===== src/rtl/vm2002_pkg.sv =====
// Shared vm2002 types: coin encoding, coin values and change-dispenser states.
// Latency: n/a (types, constants and a pure function only).
// Backpressure: n/a.
package vm2002_pkg;

  // 2-bit coin encoding. The vending controller's coin input uses the same encoding.
  typedef enum logic [1:0] {
    NONE    = 2'b00,
    NICKEL  = 2'b01,
    DIME    = 2'b10,
    QUARTER = 2'b11
  } coin_e;

  typedef coin_e coins_t;

  localparam logic [15:0] NICKEL_CENTS  = 16'd5;
  localparam logic [15:0] DIME_CENTS    = 16'd10;
  localparam logic [15:0] QUARTER_CENTS = 16'd25;

  typedef enum logic [1:0] {
    IDLE     = 2'b00,
    DISPENSE = 2'b01,
    GAP      = 2'b10
  } chg_state_e;

  // Value in cents of one coin. NONE is worth nothing.
  function automatic logic [15:0] coin_cents(input coin_e c);
    logic [15:0] v;
    v = 16'd0;
    case (c)
      NICKEL:  v = NICKEL_CENTS;
      DIME:    v = DIME_CENTS;
      QUARTER: v = QUARTER_CENTS;
      default: v = 16'd0;
    endcase
    return v;
  endfunction

endpackage


===== src/rtl/vm2002_coin_tube.sv =====
// One coin tube. Holds a saturating coin count with refill add and dispense decrement.
// Latency: count updates on the edge that applies a refill or decrement. refill_err is combinational.
// Backpressure: none. A refill that overflows saturates at TUBE_DEPTH and flags refill_err.
//
// Ports: clk, hrst (sync, active-high), refill_en/refill_count (add coins),
//        dec_en (remove one coin), cnt (current count), empty (cnt == 0),
//        refill_err (this cycle's refill would exceed TUBE_DEPTH).
module vm2002_coin_tube #(
  parameter int unsigned TUBE_DEPTH = 32,
  parameter int unsigned INIT_FILL  = 0
) (
  input  logic       clk,
  input  logic       hrst,
  input  logic       refill_en,
  input  logic [5:0] refill_count,
  input  logic       dec_en,
  output logic [5:0] cnt,
  output logic       empty,
  output logic       refill_err
);

  logic [5:0] cnt_q, cnt_d;
  logic [6:0] sum;

  // The sum is 7 bits wide so that a 63 + 63 refill cannot wrap before the saturation check.
  // A refill and a decrement are never requested together, because refills happen only in
  // IDLE and decrements only in DISPENSE. The refill wins if both ever arrive together.
  always_comb begin
    sum        = {1'b0, cnt_q} + {1'b0, refill_count};
    cnt_d      = cnt_q;
    refill_err = 1'b0;
    if (refill_en) begin
      if (sum > 7'(TUBE_DEPTH)) begin
        cnt_d      = 6'(TUBE_DEPTH);
        refill_err = 1'b1;
      end else begin
        cnt_d = sum[5:0];
      end
    end else if (dec_en && (cnt_q != 6'd0)) begin
      cnt_d = cnt_q - 6'd1;
    end
  end

  always_ff @(posedge clk) begin
    if (hrst) begin
      cnt_q <= 6'(INIT_FILL);
    end else begin
      cnt_q <= cnt_d;
    end
  end

  assign cnt   = cnt_q;
  assign empty = (cnt_q == 6'd0);

endmodule


===== src/rtl/vm2002_change_dispenser.sv =====
// vm2002 change-return engine. Pays out an amount greedily, one coin per slot, from three tubes.
// Latency: first coin or done one cycle after the request is accepted. Coins are GAP_CYCLES+1 cycles apart.
// Backpressure: ready is high only in IDLE. Requests and refills outside IDLE are ignored.
//
// Ports: clk, hrst (sync, active-high); change_req/change_amt (payout request);
//        ready (IDLE); coin_valid/coin_out (coin ejected); done/short/rem_out
//        (payout result); refill_valid/refill_coin/refill_count/refill_err
//        (tube refill); nickel_cnt/dime_cnt/quarter_cnt (tube counts).
module vm2002_change_dispenser
  import vm2002_pkg::*;
#(
  parameter int unsigned TUBE_DEPTH = 32,
  parameter int unsigned INIT_FILL  = 0,
  parameter int unsigned GAP_CYCLES = 1
) (
  input  logic        clk,
  input  logic        hrst,
  input  logic        change_req,
  input  logic [15:0] change_amt,
  output logic        ready,
  output logic        coin_valid,
  output logic [1:0]  coin_out,
  output logic        done,
  output logic        short,
  output logic [15:0] rem_out,
  input  logic        refill_valid,
  input  logic [1:0]  refill_coin,
  input  logic [5:0]  refill_count,
  output logic        refill_err,
  output logic [5:0]  nickel_cnt,
  output logic [5:0]  dime_cnt,
  output logic [5:0]  quarter_cnt
);

  chg_state_e  state_q, state_d;
  logic [15:0] rem_q, rem_d;
  logic [3:0]  gap_q, gap_d;
  logic        coin_valid_q, coin_valid_d;
  coin_e       coin_out_q, coin_out_d;
  logic        done_q, done_d;
  logic        short_q, short_d;
  logic [15:0] rem_out_q, rem_out_d;
  logic        refill_err_q, refill_err_d;

  coin_e       sel;
  coin_e       refill_sel;
  logic        refill_go;
  logic        n_refill, d_refill, q_refill;
  logic        n_dec, d_dec, q_dec;
  logic        n_empty, d_empty, q_empty;
  logic        n_err, d_err, q_err;

  assign ready      = (state_q == IDLE);
  assign refill_sel = coin_e'(refill_coin);
  assign refill_go  = ready && refill_valid;
  assign n_refill   = refill_go && (refill_sel == NICKEL);
  assign d_refill   = refill_go && (refill_sel == DIME);
  assign q_refill   = refill_go && (refill_sel == QUARTER);

  vm2002_coin_tube #(.TUBE_DEPTH(TUBE_DEPTH), .INIT_FILL(INIT_FILL)) u_nickel_tube (
    .clk          (clk),
    .hrst         (hrst),
    .refill_en    (n_refill),
    .refill_count (refill_count),
    .dec_en       (n_dec),
    .cnt          (nickel_cnt),
    .empty        (n_empty),
    .refill_err   (n_err)
  );

  vm2002_coin_tube #(.TUBE_DEPTH(TUBE_DEPTH), .INIT_FILL(INIT_FILL)) u_dime_tube (
    .clk          (clk),
    .hrst         (hrst),
    .refill_en    (d_refill),
    .refill_count (refill_count),
    .dec_en       (d_dec),
    .cnt          (dime_cnt),
    .empty        (d_empty),
    .refill_err   (d_err)
  );

  vm2002_coin_tube #(.TUBE_DEPTH(TUBE_DEPTH), .INIT_FILL(INIT_FILL)) u_quarter_tube (
    .clk          (clk),
    .hrst         (hrst),
    .refill_en    (q_refill),
    .refill_count (refill_count),
    .dec_en       (q_dec),
    .cnt          (quarter_cnt),
    .empty        (q_empty),
    .refill_err   (q_err)
  );

  always_comb begin
    state_d      = state_q;
    rem_d        = rem_q;
    gap_d        = gap_q;
    coin_valid_d = 1'b0;
    coin_out_d   = NONE;
    done_d       = 1'b0;
    short_d      = short_q;
    rem_out_d    = rem_out_q;
    // Only one tube can be refilled per cycle, so at most one of these is set.
    refill_err_d = n_err | d_err | q_err;
    sel          = NONE;
    n_dec        = 1'b0;
    d_dec        = 1'b0;
    q_dec        = 1'b0;

    case (state_q)
      IDLE: begin
        if (change_req) begin
          rem_d   = change_amt;
          state_d = DISPENSE;
        end
      end

      DISPENSE: begin
        // Fixed greedy priority: largest coin that fits and is in stock.
        if ((rem_q >= QUARTER_CENTS) && !q_empty) begin
          sel = QUARTER;
        end else if ((rem_q >= DIME_CENTS) && !d_empty) begin
          sel = DIME;
        end else if ((rem_q >= NICKEL_CENTS) && !n_empty) begin
          sel = NICKEL;
        end

        if (sel != NONE) begin
          n_dec        = (sel == NICKEL);
          d_dec        = (sel == DIME);
          q_dec        = (sel == QUARTER);
          rem_d        = rem_q - coin_cents(sel);
          coin_valid_d = 1'b1;
          coin_out_d   = sel;
          if (GAP_CYCLES != 0) begin
            state_d = GAP;
            gap_d   = 4'(GAP_CYCLES);
          end
        end else begin
          done_d    = 1'b1;
          short_d   = (rem_q != 16'd0);
          rem_out_d = rem_q;
          state_d   = IDLE;
        end
      end

      GAP: begin
        // A GAP of N cycles means N cycles in this state. The counter leaves when it reads 1.
        if (gap_q <= 4'd1) begin
          state_d = DISPENSE;
        end else begin
          gap_d = gap_q - 4'd1;
        end
      end

      default: begin
        state_d = IDLE;
      end
    endcase
  end

  always_ff @(posedge clk) begin
    if (hrst) begin
      state_q      <= IDLE;
      rem_q        <= 16'd0;
      gap_q        <= 4'd0;
      coin_valid_q <= 1'b0;
      coin_out_q   <= NONE;
      done_q       <= 1'b0;
      short_q      <= 1'b0;
      rem_out_q    <= 16'd0;
      refill_err_q <= 1'b0;
    end else begin
      state_q      <= state_d;
      rem_q        <= rem_d;
      gap_q        <= gap_d;
      coin_valid_q <= coin_valid_d;
      coin_out_q   <= coin_out_d;
      done_q       <= done_d;
      short_q      <= short_d;
      rem_out_q    <= rem_out_d;
      refill_err_q <= refill_err_d;
    end
  end

  assign coin_valid = coin_valid_q;
  assign coin_out   = coin_out_q;
  assign done       = done_q;
  assign short      = short_q;
  assign rem_out    = rem_out_q;
  assign refill_err = refill_err_q;

endmodule


===== config.mk =====
export PLATFORM = sky130hd
export DESIGN_NAME = vm2002_change_dispenser
export DESIGN_NICKNAME = d
export VERILOG_FILES = /design/src/rtl/vm2002_pkg.sv /design/src/rtl/vm2002_coin_tube.sv /design/src/rtl/vm2002_change_dispenser.sv
export SDC_FILE = /design/constraint.sdc
export NUM_CORES = 1
export LEC_CHECK = 0
export CAP_MARGIN = 15
export CORE_MARGIN = 2
export CORE_UTILIZATION = 30
export DETAILED_ROUTE_END_ITERATION = 6
export DONT_BUFFER_PORTS = 1
export PLACE_DENSITY = 0.48
export SLEW_MARGIN = 20
export SYNTH_ARGS = -nofsm -noshare
export SYNTH_HDL_FRONTEND = slang
export SYNTH_SLANG_ARGS = --single-unit

===== constraint.sdc =====
create_clock -name clk -period 5.3 [get_ports clk]
set_input_delay 0.265 -clock clk [delete_from_list [all_inputs] [get_ports clk]]
set_output_delay 0.265 -clock clk [all_outputs]
set_load 0.005 [all_outputs]

==> flow_results.org <==
** Run status
- The flow ran to the end, and the final reports show no timing, DRC or antenna violations.

** Power
- IR analysis of the VDD net gives a maximum drop of about 0.22 mV.
- Part of the total power dissipated in the clock network :: 18.4%
- Proportion of power drawn by combinational gates :: a little under three fifths
- In this run the power spent charging and discharging nets is between 1.5 and 2 mW.
- P_leak :: 1.735 nW
- Power per unit of standard cell area :: slightly below 700 mW/mm^2
- Cell-internal power :: 1.686 mW
- Sequential cells account for about 25% of the total power.
- Net switching is between 40% and 50% of the power.

** Final layout
- Registers take 0.001241 sq mm.
- Cell Count, Final, Fillers Out :: approximately 710
- After routing the design area is roughly 0.0048 sq mm.
- Synthesis-to-layout area growth :: 10.01%
- Number of inserted filler cells in the final layout :: about 1500
- In the final layout, the share of cells above drive strength 1 is ~7.4%.
- The net count of the finished layout is approximately 600.
- Area used by multi-input combinational logic :: between 0.002 and 0.003 sq mm
- Number of diodes added for antenna fixing :: 0

** Timing
- Final hold vios :: 0
- Setup repair after global routing missed its margin :: no
- Actual slew at the worst max-slew pin :: 1100 ps
- Worst Skew :: roughly 5.7 ps
- Of the available clock period, the critical path in the final layout requires just under 80%.
- In this run the tightest slew margin relative to its limit is 26.67%.
- The worst path in the final design needs a cycle of just over 4000 ps, including I/O delays and setup.
- The count of pins over their slew limit was 0.
- Max Clk Rate :: approximately 240 MHz
- Final setup violation count :: 0
- Post-route setup TNS :: 0 ps

** Drt
- Drt initial violations :: around 240
- 1st-pass router iterations :: 5
- Residual DRC :: 0
- Dividing the detail-routed via count by the number of cells gives between 5 and 6.
- Wirelength per Cell :: about 19 um
- Sum of routed wire length over all layers :: around 13000 um
- The detailed router placed roughly 4000 vias in this run.
- Post-route antenna net violation count :: 0

** Hold path
- Worst hold stages :: 1
- Min-Delay Startpoint :: hrst
- For hold timing, the worst endpoint is u_quarter_tube.cnt[3].
- The tightest min-delay check is of the in2reg type.

** Floorplan
- After floorplanning, the core was sized to cover between 0.01 and 0.015 sq mm.
- Die area :: approximately 0.015 sq mm
- Horizontal extent of the die :: around 120 um
- In this run the core area contains 43 standard-cell rows.
- Height of the die :: between 100 and 150 um
- The initial utilization of the core area, before any placement, comes to a little under a third.
- I/O pin count :: 69

** Worst setup path
- The worst setup path is of the reg2reg kind.
- The signal on the critical path passes through nor4_2, and4_1, a21o_1, nand2_1, nand2_1, ha_1, inv_1, fa_1, a21o_1, a311o_1, nor4_1, nand3_1, o21ai_0, a221oi_1.
- FF-to-FF End :: rem_q[8]
- STA classifies the critical path endpoint as a flop.
- Reg2Reg Launch Point :: rem_q[7]
- Critical-path maximum fanout :: 12
- For the worst setup path, the data required time is between 5000 and 6000 ps.
- STA classifies the critical path startpoint as a flop.
- Reg2reg path depth :: 14
- Setup slack on the worst reg-to-reg path comes out at approximately 1200 ps.
- For this design, the slowest cell found on the critical path is a311o_1.
- In this design, the stage delay of the slowest critical-path cell is about 470 ps.
- STA puts the critical path data arrival time at 4300 ps.

** Yosys
- Post-Syn Nets :: between 600 and 700
- Area share of the largest cell type after synthesis :: 28.70%
- Count of state elements after synthesis :: between 60 and 70
- By count the netlist is led by nand2_1 (63), dfxtp_1 (62), a21oi_1 (51).
- For this run, asynchronously set or reset flops after synthesis account for 0%.
- Leading cell types by total area after synthesis :: dfxtp_1 (29%), ha_1 (9.0%), a21oi_1 (5.9%)
- The most common cell in the synthesized netlist is nand2_1.
- Warnings, synthesis :: 0
- Library cell with the largest summed area after synthesis :: dfxtp_1
- Unique masters post-synth :: 74
- Fraction of the yosys area taken by sequential cells :: between 20% and 30%
- After synthesis the cells add up to between 0.004 and 0.005 sq mm.
- Dominant synthesized flop cell :: dfxtp_1
- Synthesis handed over a netlist of 539 instances.
- Dividing the synthesized area by the synthesized cell count gives ~8 sq um.
- Post-synth EDFFs :: 0

** Global route
- The first global-routing pass estimated around 21000 um of wire.
- The number of antenna violations at the first check in global routing came to 0.
- Pin count of the biggest net entering global routing :: 35
- The via count of the first global-routing pass was between 3000 and 4000.
- Global routing used between 10% and 20% of the available tracks across all layers.
- Overflow left after global routing :: 0

** CTS
- TritonCTS created 9 clock buffers.
- Once the clock tree was built, the setup fixing pass inserted 0 buffers.
- Maximum level of the CTS H-tree :: 3
- CTS max path bufs :: 2
- Skew-Pair Late Insertion Delay :: around 340 ps
- In this run the clock root is driven by a clkbuf_16.
- TritonCTS built the clock tree.
- After clock tree synthesis, the clock-pin slew on the worst setup and hold paths is roughly 50 ps.
- TritonCTS Sinks :: 62

** Placed design
- Final HPWL DP :: ~9700 um
- Count of input and output buffers :: 0
- Placed cell count :: 692
- The congestion estimate from routability-driven global placement came to 0.8664.
- Placed Instance Area :: approximately 0.0044 sq mm

** Run
- Max-cap viol count :: 0
==> what timing repair did <==
action / 4_1_cts / 5_1_grt
endpoints found under the hold margin: 34 / 0
hold buffers: 2 / 0
gates resized for setup: 0 / 0
==> kinds of logic after synthesis <==
group | synth area share (%)
multiplexers | 0.2604
buffers and inverters | 4.543
AND/OR/NAND/NOR | 27.08
adder cells (fa/ha/maj) | 10.82
AO/OA/AOI/OAI | 24.33
XOR/XNOR | 4.253
flip-flops | 28.70
==> flip-flops by register name (all words and copies together) (netlist names) <==
name,count
coin_valid,1
u_nickel_tube.cnt,6
refill_err,1
state_q,2
coin_out,2
u_dime_tube.cnt,6
done,1
rem_out,16
gap_q,4
short,1
u_quarter_tube.cnt,6
rem_q,16
==> cells in the final DEF (no fill, tap or decap), types with 6 or more instances in the layout <==
cell type / count
o21ai_0: 9
dfxtp_1: 62
or2_2: 7
or3_1: 9
nor4_1: 13
inv_1: 20
a211oi_1: 11
nand2_1: 63
a311oi_1: 6
nor3_1: 23
and2_1: 6
clkbuf_16: 9
nor2_1: 38
a21o_1: 6
xnor2_1: 16
ha_1: 31
nand3_1: 18
a21oi_1: 51
==> layout make-up <==
type / instances / share of cell area [%]
inverter: 20 / 1.578
sequential: 62 / 26.09
timing repair buffer: 2 / 0.6312
clock buffer: 13 / 5.471
multi-input combinational: 430 / 60.86
tap: 180 / 4.734
clock inverter: 1 / 0.6312
==> power by group through the flow <==
| stage | Clock [mW] | Sequential [mW] | Combinational (mW) |
|---|---|---|---|
| after floorplan | 0 | 0.728 | 1.51 |
| after global placement | 0 | 0.805 | 1.80 |
| after detailed placement | 0 | 0.809 | 1.82 |
| after CTS | 0.608 | 0.801 | 1.84 |
| after global routing | 0.627 | 0.830 | 2.05 |
| final | 0.593 | 0.802 | 1.84 |
==> per-stage QoR <==
step,utilization (%),setup WS (ps),total power [mW],hold slack (ps)
5_1_grt,34.01,849.8,3.508,8.246
3_3_place_gp,31.67,1452,2.602,351.4
2_1_floorplan,-,1906,2.235,415.4
6_report,34.01,1199,3.231,12.21
3_5_place_dp,31.72,1296,2.628,352.2
4_1_cts,34.01,1243,3.250,5.580
==> routing by layer <==
| metal | GRT usage, % | share of wire [%] | up-vias |
|---|---|---|---|
| li1 | - | - | 1988 |
| met1 | 22.08 | 43 | 1910 |
| met2 | 28.93 | 47 | 105 |
| met3 | 7.051 | 8.5 | 13 |
| met4 | 5.688 | 1.3 | 0 |
| met5 | 0 | 0 | - |
==> worst max-delay path: cells and delay by family (launching register included) <==
family	cells	cell delay [ps]
buffers and inverters	1	50
AOI/OAI and AO/OA	5	1330
DFF	1	370
and+or+nand+nor	6	1620
adders and majority gates	2	570
==> worst max-delay path by stage <==
stage              from        to  slack (ps)  cells past startpoint
2_1_floorplan  rem_q[5]  rem_q[8]        1910                     16
3_3_place_gp   rem_q[7]  rem_q[8]        1450                     13
3_5_place_dp   rem_q[7]  rem_q[8]        1300                     13
4_1_cts        rem_q[7]  rem_q[8]        1240                     13
5_1_grt        rem_q[7]  rem_q[8]         850                     14
6_report       rem_q[7]  rem_q[8]        1200                     14
(Power assumes the default switching activity.)
